**src/rtl/ysyx_041461_defines.sv**
```systemverilog
// Shared encodings for the AXI read arbiter: FSM states and AXI RESP codes.
package ysyx_041461_defines;

    typedef enum logic [1:0] {
        ysyx_041461_ARB_IDLE = 2'd0,
        ysyx_041461_ARB_AR   = 2'd1,
        ysyx_041461_ARB_R    = 2'd2
    } ysyx_041461_arb_state_e;

    localparam logic [1:0] ysyx_041461_RESP_OKAY   = 2'b00;
    localparam logic [1:0] ysyx_041461_RESP_EXOKAY = 2'b01;
    localparam logic [1:0] ysyx_041461_RESP_SLVERR = 2'b10;
    localparam logic [1:0] ysyx_041461_RESP_DECERR = 2'b11;

endpackage

```
**src/rtl/ysyx_041461_arb_pick.sv**
```systemverilog
// Combinational 2-way picker. YSYX_041461_ARB_ROUND_ROBIN_EN selects round-robin
// on a tie; otherwise master 1 (LSU) always wins a tie.
module ysyx_041461_arb_pick (
    input  logic [1:0] req,
    input  logic       last_grant,
    output logic       win
);

`ifdef YSYX_041461_ARB_ROUND_ROBIN_EN
    always_comb begin
        win = req[1];
        if (&req)
            win = ~last_grant;
    end
`else
    // Fixed priority ignores history and only needs to know whether master 1 asks.
    logic w_unused;
    assign w_unused = &{1'b0, last_grant, req[0]};
    assign win      = req[1];
`endif

endmodule

```
**src/rtl/ysyx_041461_axi_rd_arbiter.sv**
```systemverilog
// Two-master AXI4 read arbiter (IFU = m0, LSU = m1), one transaction in flight.
// Tie policy chosen by YSYX_041461_ARB_ROUND_ROBIN_EN (default: fixed, LSU wins).
module ysyx_041461_axi_rd_arbiter
    import ysyx_041461_defines::*;
(
    input  logic        clk,
    input  logic        rst,

    input  logic        m0_arvalid,
    input  logic [31:0] m0_araddr,
    input  logic [3:0]  m0_arid,
    input  logic [7:0]  m0_arlen,
    input  logic [2:0]  m0_arsize,
    input  logic [1:0]  m0_arburst,
    output logic        m0_arready,
    input  logic        m0_rready,
    output logic        m0_rvalid,
    output logic [63:0] m0_rdata,
    output logic [3:0]  m0_rid,
    output logic [1:0]  m0_rresp,
    output logic        m0_rlast,

    input  logic        m1_arvalid,
    input  logic [31:0] m1_araddr,
    input  logic [3:0]  m1_arid,
    input  logic [7:0]  m1_arlen,
    input  logic [2:0]  m1_arsize,
    input  logic [1:0]  m1_arburst,
    output logic        m1_arready,
    input  logic        m1_rready,
    output logic        m1_rvalid,
    output logic [63:0] m1_rdata,
    output logic [3:0]  m1_rid,
    output logic [1:0]  m1_rresp,
    output logic        m1_rlast,

    output logic        s_arvalid,
    output logic [31:0] s_araddr,
    output logic [3:0]  s_arid,
    output logic [7:0]  s_arlen,
    output logic [2:0]  s_arsize,
    output logic [1:0]  s_arburst,
    input  logic        s_arready,
    input  logic        s_rvalid,
    input  logic [63:0] s_rdata,
    input  logic [3:0]  s_rid,
    input  logic [1:0]  s_rresp,
    input  logic        s_rlast,
    output logic        s_rready
);

    ysyx_041461_arb_state_e r_state, w_state_nxt;
    logic        r_grant, w_grant_nxt;
    logic [1:0]  w_req;
    logic        w_win;
    logic        w_last_grant;

    logic        w_g_arvalid;
    logic [31:0] w_g_araddr;
    logic [3:0]  w_g_arid;
    logic [7:0]  w_g_arlen;
    logic [2:0]  w_g_arsize;
    logic [1:0]  w_g_arburst;
    logic        w_g_rready;

    assign w_req = {m1_arvalid, m0_arvalid};

    ysyx_041461_arb_pick u_pick (
        .req        (w_req),
        .last_grant (w_last_grant),
        .win        (w_win)
    );

`ifdef YSYX_041461_ARB_ROUND_ROBIN_EN
    logic r_last_grant;

    always_ff @(posedge clk or posedge rst) begin
        if (rst)
            r_last_grant <= 1'b1;
        else if (r_state == ysyx_041461_ARB_IDLE && |w_req)
            r_last_grant <= w_win;
    end

    assign w_last_grant = r_last_grant;
`else
    assign w_last_grant = 1'b0;
`endif

    // Granted master's request/accept, selected once so the FSM stays symmetric.
    assign w_g_arvalid = r_grant ? m1_arvalid : m0_arvalid;
    assign w_g_araddr  = r_grant ? m1_araddr  : m0_araddr;
    assign w_g_arid    = r_grant ? m1_arid    : m0_arid;
    assign w_g_arlen   = r_grant ? m1_arlen   : m0_arlen;
    assign w_g_arsize  = r_grant ? m1_arsize  : m0_arsize;
    assign w_g_arburst = r_grant ? m1_arburst : m0_arburst;
    assign w_g_rready  = r_grant ? m1_rready  : m0_rready;

    always_ff @(posedge clk or posedge rst) begin
        if (rst) begin
            r_state <= ysyx_041461_ARB_IDLE;
            r_grant <= 1'b0;
        end else begin
            r_state <= w_state_nxt;
            r_grant <= w_grant_nxt;
        end
    end

    always_comb begin
        w_state_nxt = r_state;
        w_grant_nxt = r_grant;

        s_arvalid  = 1'b0;
        s_araddr   = 32'd0;
        s_arid     = 4'd0;
        s_arlen    = 8'd0;
        s_arsize   = 3'd0;
        s_arburst  = 2'd0;
        s_rready   = 1'b0;

        m0_arready = 1'b0;
        m0_rvalid  = 1'b0;
        m0_rdata   = 64'd0;
        m0_rid     = 4'd0;
        m0_rresp   = ysyx_041461_RESP_OKAY;
        m0_rlast   = 1'b0;

        m1_arready = 1'b0;
        m1_rvalid  = 1'b0;
        m1_rdata   = 64'd0;
        m1_rid     = 4'd0;
        m1_rresp   = ysyx_041461_RESP_OKAY;
        m1_rlast   = 1'b0;

        case (r_state)
            ysyx_041461_ARB_IDLE: begin
                if (|w_req) begin
                    w_state_nxt = ysyx_041461_ARB_AR;
                    w_grant_nxt = w_win;
                end
            end

            ysyx_041461_ARB_AR: begin
                s_arvalid = w_g_arvalid;
                s_araddr  = w_g_araddr;
                s_arid    = w_g_arid;
                s_arlen   = w_g_arlen;
                s_arsize  = w_g_arsize;
                s_arburst = w_g_arburst;
                if (r_grant)
                    m1_arready = s_arready;
                else
                    m0_arready = s_arready;
                if (w_g_arvalid && s_arready)
                    w_state_nxt = ysyx_041461_ARB_R;
            end

            ysyx_041461_ARB_R: begin
                s_rready = w_g_rready;
                if (r_grant) begin
                    m1_rvalid = s_rvalid;
                    m1_rdata  = s_rdata;
                    m1_rid    = s_rid;
                    m1_rresp  = s_rresp;
                    m1_rlast  = s_rlast;
                end else begin
                    m0_rvalid = s_rvalid;
                    m0_rdata  = s_rdata;
                    m0_rid    = s_rid;
                    m0_rresp  = s_rresp;
                    m0_rlast  = s_rlast;
                end
                // Only the rlast handshake ends the burst; arlen is never counted.
                if (s_rvalid && w_g_rready && s_rlast)
                    w_state_nxt = ysyx_041461_ARB_IDLE;
            end

            default: w_state_nxt = ysyx_041461_ARB_IDLE;
        endcase
    end

endmodule
```
**config.mk**
```make
export PLATFORM = sky130hd
export DESIGN_NAME = ysyx_041461_axi_rd_arbiter
export DESIGN_NICKNAME = d
export VERILOG_FILES = /design/src/rtl/ysyx_041461_defines.sv /design/src/rtl/ysyx_041461_arb_pick.sv /design/src/rtl/ysyx_041461_axi_rd_arbiter.sv
export SDC_FILE = /design/constraint.sdc
export NUM_CORES = 1
export LEC_CHECK = 0
export CAP_MARGIN = 20
export CORE_AREA = 2 2 146 148
export DETAILED_ROUTE_END_ITERATION = 8
export DIE_AREA = 0 0 148 150
export HOLD_SLACK_MARGIN = 0.03
export SLEW_MARGIN = 20
export SYNTH_ARGS = -nofsm -noshare
export SYNTH_HDL_FRONTEND = slang
export SYNTH_SLANG_ARGS = --single-unit
export TNS_END_PERCENT = 1
```
**constraint.sdc**
```tcl
create_clock -name clk -period 2 [get_ports clk]
set_input_delay 0.2 -clock clk [delete_from_list [all_inputs] [get_ports clk]]
set_output_delay 0.2 -clock clk [all_outputs]
set_load 0.01 [all_outputs]
```
Word level (Yosys, flattened, before mapping)
Index checks and enable logic that the tools add are counted.
Storage, ports and cells
  flip-flop bits (word level): 3
  bits of input ports: 177
  output and inout bits: 197
  word-level logic and storage cells: 56
Operators by class
  eq/ne operators: 5
  reduce and logical (&&, ||, !) cells: 7
  mux-type cells: 42
Operator list (number)
  64-bit 2-to-1 mux: 4
  32-bit 2-to-1 mux: 2
  4-bit 2-to-1 mux: 6
  2-bit 2-to-1 mux: 9
  1-bit 2-to-1 mux: 16
  8-bit 2-to-1 mux: 2
  3-bit 2-to-1 mux: 2
  2-bit inequality test (second input constant): 3
  2-bit one-hot mux with 3 select lines: 1
  1-bit logical AND: 3
  3-bit AND reduction: 1
  2-bit by 1-bit equality test with 1-bit output (second input constant): 1
  2-bit equality test (second input constant): 1
  2-bit zero test: 1
  2-bit AND reduction: 1
  2-bit OR reduction: 1

Depth between registers and ports, before layout
  word-level depth: 5
  depth in mapped cells: 5
  mapped depth without buffers: 3

Modules after synthesis
A second synthesis with hierarchy kept.
Second synthesis, totals
  cells, all modules: 294
  area, all modules: 1956.9 µm²
By module, submodules not included
  ysyx_041461_axi_rd_arbiter: instances 1, cells each 293, area each 1949.4 µm², seq. area each 75.1 µm²
  ysyx_041461_arb_pick: instances 1, cells each 1, area each 7.5 µm², seq. area each 0.0 µm²

Worst setup path after synthesis
OpenSTA, ideal clock, no wires.
  kind: register to output
  from: register r_state[1]
  to: output m1_arready
  required time: 1.800 ns
  stages on the path, launching flop included: 5
  data arrival time: 1.127 ns
  path buffers: 2
  slack: 0.673 ns
  path through: dfrtp_1 > nand2b_1 > buf_2 > buf_2 > nor3_1
On the way
  longest elaborated chain between the ends: 2
Ends and longest elaborated chain
  start: declaration: line ysyx_041461_axi_rd_arbiter.sv:52  | ysyx_041461_arb_state_e r_state, w_state_nxt;
  start signal: assignment: line ysyx_041461_axi_rd_arbiter.sv:100  | r_state <= ysyx_041461_ARB_IDLE;
  start signal: assignment: line ysyx_041461_axi_rd_arbiter.sv:103  | r_state <= w_state_nxt;
  2-bit by 1-bit equality test with 1-bit output: line ysyx_041461_axi_rd_arbiter.sv:134  | case (r_state)
  1-bit 2-to-1 mux: line ysyx_041461_axi_rd_arbiter.sv:134
  end: declaration: line ysyx_041461_axi_rd_arbiter.sv:29  | output logic m1_arready,
Every way passes these cells.

Worst setup path in the final report
  from: register r_grant
  to: output s_arlen[3]
On the way
  longest elaborated chain between the ends: 2
Ends and longest elaborated chain
  start: declaration: line ysyx_041461_axi_rd_arbiter.sv:53  | logic r_grant, w_grant_nxt;
  start signal: assignment: line ysyx_041461_axi_rd_arbiter.sv:104  | r_grant <= w_grant_nxt;
  8-bit 2-to-1 mux: line ysyx_041461_axi_rd_arbiter.sv:93  | assign w_g_arlen = r_grant ? m1_arlen : m0_arlen;
  8-bit 2-to-1 mux: line ysyx_041461_axi_rd_arbiter.sv:134
  end: declaration: line ysyx_041461_axi_rd_arbiter.sv:40  | output logic [7:0] s_arlen,
Every way passes these cells.

==> flow_metrics.env <==
export IMPL_outcome="finished, final reports clean"
export IMPL_cts_reportedPaths_clkPinSlew_ns=0.03
export IMPL_slew_headroom_pct=83.2
export IMPL_critical_path_buf_inv_count=2
export IMPL_synth_top_cell_by_area="and2_1"
export IMPL_slew_violations=0
export IMPL_drt_iter0_drc=28
export IMPL_finalSetupTns_ns=0
export IMPL_placed_cell_area_um2=6040
export IMPL_netSwitchingFraction_pct=43.3
export IMPL_worstSetupStartpoint="r_grant"
export IMPL_gp_congestion=0.719
export IMPL_finalNetCount=839
export IMPL_synth_nets=469
export IMPL_syn_area_per_cell_um2=6.65
export IMPL_startpoint_type="flip-flop"
export IMPL_synthTopCellsByArea="and2_1 (46%), mux2i_1 (25%), nor2_1 (9.7%)"
export IMPL_rsz0062_at_grt="yes"
export IMPL_fillers=2242
export IMPL_critPathSlowestCell="dfrtp_2"
export IMPL_synth_edff_count=0
export IMPL_p_sw_mw=1.92
export IMPL_vias_per_cell=3.53
export IMPL_area_growth_pct=219
export IMPL_grt_pass1_vias=3157
export IMPL_synth_most_common_cell="and2_1"
export IMPL_coreArea_um2=20700
export IMPL_hold_viol=0
export IMPL_vias=3304
export IMPL_fin_crit_sh_pct=99.5
export IMPL_die_y_um=150
export IMPL_num_rows=53
export IMPL_route_final_wire_length_um=13400
export IMPL_globalRouteMet2Util_pct=19.1
export IMPL_grt_pass1_wl_um=17800
export IMPL_setup_viol=0
export IMPL_synthCells=292
export IMPL_insertion_delay_ns=0.22
export IMPL_dp_cells=926
export IMPL_n_antenna_cell=0
export IMPL_clk_path_buf_depth=2
export IMPL_ys_ff_latch=3
export IMPL_ant_nets=0
export IMPL_die_area_um2=22200
export IMPL_synth_cells_most_frequent="and2_1 (144), nor2_1 (50), mux2i_1 (49)"
export IMPL_worst_hold_slack_ns=0.158
export IMPL_power_density_nw_per_um2=716
export IMPL_min_delay_path_class="in2async"
export IMPL_worstMarginPinSlew_ns=0.253
export IMPL_clock_sinks=3
export IMPL_top_usage_layer="met2"
export IMPL_power_internal_mw=2.51
export IMPL_reg2reg_from="r_grant"
export IMPL_ys_flop_type="dfrtp_1"
export IMPL_synth_cell_types=21
export IMPL_maxCapViolCount=0
export IMPL_power_frac_seq_pct=3.6
export IMPL_path_class="reg2out"
export IMPL_synth_area_um2=1940
export IMPL_final_instance_count_excl_fill=936
export IMPL_drive_above_1_share_pct=5.30
export IMPL_wire_per_inst_um=14.3
export IMPL_cts_tree="yes"
export IMPL_leakagePower_nw=3.63
export IMPL_cp_top_family="buffers and inverters"
export IMPL_h_tree_depth=1
export IMPL_cp_arrival_ns=1.79
export IMPL_combPwrFrac_pct=89.3
export IMPL_crit_fanout=14
export IMPL_drc=0
export IMPL_cts_buffers=3
export IMPL_hold_buffers=0
export IMPL_fp_dieW_um=148
export IMPL_first_pass_iters=4
export IMPL_grt_usage_pct=10.0
export IMPL_synth_top_area_share_pct=46.4
export IMPL_power_mw=4.43
export IMPL_finClkSkew_ns=0.0000361
export IMPL_regArea_um2=77.6
export IMPL_max_freq_mhz=503
export IMPL_multi_input_area_um2=1750
export IMPL_async_reset_ff_share_pct=100
export IMPL_final_area_um2=6190
export IMPL_grt_overflow=0
export IMPL_period_needed_ns=1.99
export IMPL_required_ns=1.80
export IMPL_grt_max_degree=72
export IMPL_hpwlAfterDp_um=10800
export IMPL_use_met1_pct=11.5
export IMPL_cp_end_kind="primary output"
export IMPL_ios=374
export IMPL_peakVddDrop_v=0.000584
export IMPL_clkPwrFrac_pct=7.1
export IMPL_ys_seq_area_share_pct=3.86
export IMPL_synth_warning_count=0
export IMPL_antenna_found_initial=0
export IMPL_portBuffers=373
export IMPL_clockRootBuffer="clkbuf_16"
export IMPL_grtUsageMet3_pct=2.90
export IMPL_start_util_pct=9.39
export IMPL_cp_slowest_stage_delay_ns=0.50
export IMPL_worstPathCellList="buf_16 -> mux2i_2 -> nor2_1 -> clkdlybuf4s50_1"
## final cells by class
type	instances	share of cell area, %
Tap cell	275	5.55
Inverter	3	0.182
Timing Repair Buffer	391	63.5
Clock buffer	4	1.27
Sequential cell	3	1.25
Multi-Input combinational cell	260	28.3
## stage by stage
| step | utilization [%] | worst slack [ns] |
|---|---|---|
| after CTS | 28.8 | -0.117 |
| after floorplan | - | 0.673 |
| after global placement | 29.2 | 0.0571 |
| final | 29.9 | 0.0110 |
| after global routing | 29.9 | -0.0497 |
| after detailed placement | 29.2 | 0.0498 |
## placed cells by master, fill, tap and decap left out, drive strengths merged
cell type      synthesis  routed
and2                 144     144
nand2b                 2       2
mux2i                 49      49
nor3                   2       2
nand3                  1       1
dlymetal6s2s           0      33
a22o                   1       1
inv                    3       3
clkdlybuf4s50          0     192
dlygate4sd2            0     133
and3                   1       1
a311oi                 1       1
dfrtp                  3       3
mux2                   2       2
clkdlybuf4s15          0      14
nor2                  52      52
clkbuf                 0       9
buf                   26      14
o22ai                  1       1
nor3b                  1       1
nor2b                  2       2
nand2                  1       1
## worst reg2reg max path, stage by stage, from the launching register on
cell	delay, ns
dfrtp_2	0.50
clkbuf_16	0.30
mux2_4	0.33
and3_1	0.18
o22ai_1	0.18
## final timing paths
kind                         endpoint  slack, ns  depth (start not counted)
setup / recovery           s_arlen[3]       0.01                          4
hold / removal             r_state[0]       0.16                          2
setup reg to reg           r_state[1]       0.41                          4
hold reg to reg            r_state[0]       0.52                          1
max in group asynchronous  r_state[1]       1.70                          2
min in group clk           r_state[0]       0.52                          1
## power by group through the flow
stage / combinational [mW] / clock [mW] / sequential [mW]
after floorplan: 1.85 / 0 / 0.119
after global placement: 4.12 / 0 / 0.132
after detailed placement: 4.12 / 0 / 0.134
after CTS: 3.89 / 0.326 / 0.140
after global routing: 4.26 / 0.334 / 0.167
final: 3.96 / 0.316 / 0.158
## state kept, by name (all words and copies together) (netlist names)
signal and cells:
r_state 2, r_grant 1
## logic make-up (layout without fill, tap and decap cells)
family | Yosys count | count (layout) | synth area share (%)
and+or+nand+nor | 206 | 206 | 60.5
muxes | 51 | 51 | 26.8
buffers and inverters | 29 | 398 | 7.60
AOI/OAI and AO/OA | 3 | 3 | 1.22
DFF | 3 | 3 | 3.86
## repair_timing
item / CTS / global route
gates resized for setup: 155 / 52
pin swaps: 0 / 1
cloned: 0 / 4
endpoints found under the setup margin: 182 / 36
buffers inserted: 0 / 2
## metal layers
metal	vias to the layer above	wire [µm]
li1	1658	-
met1	1428	5150
met2	216	6920
met3	2	1330
met4	0	14
met5	-	0
Power figures use the tool's default switching activity.
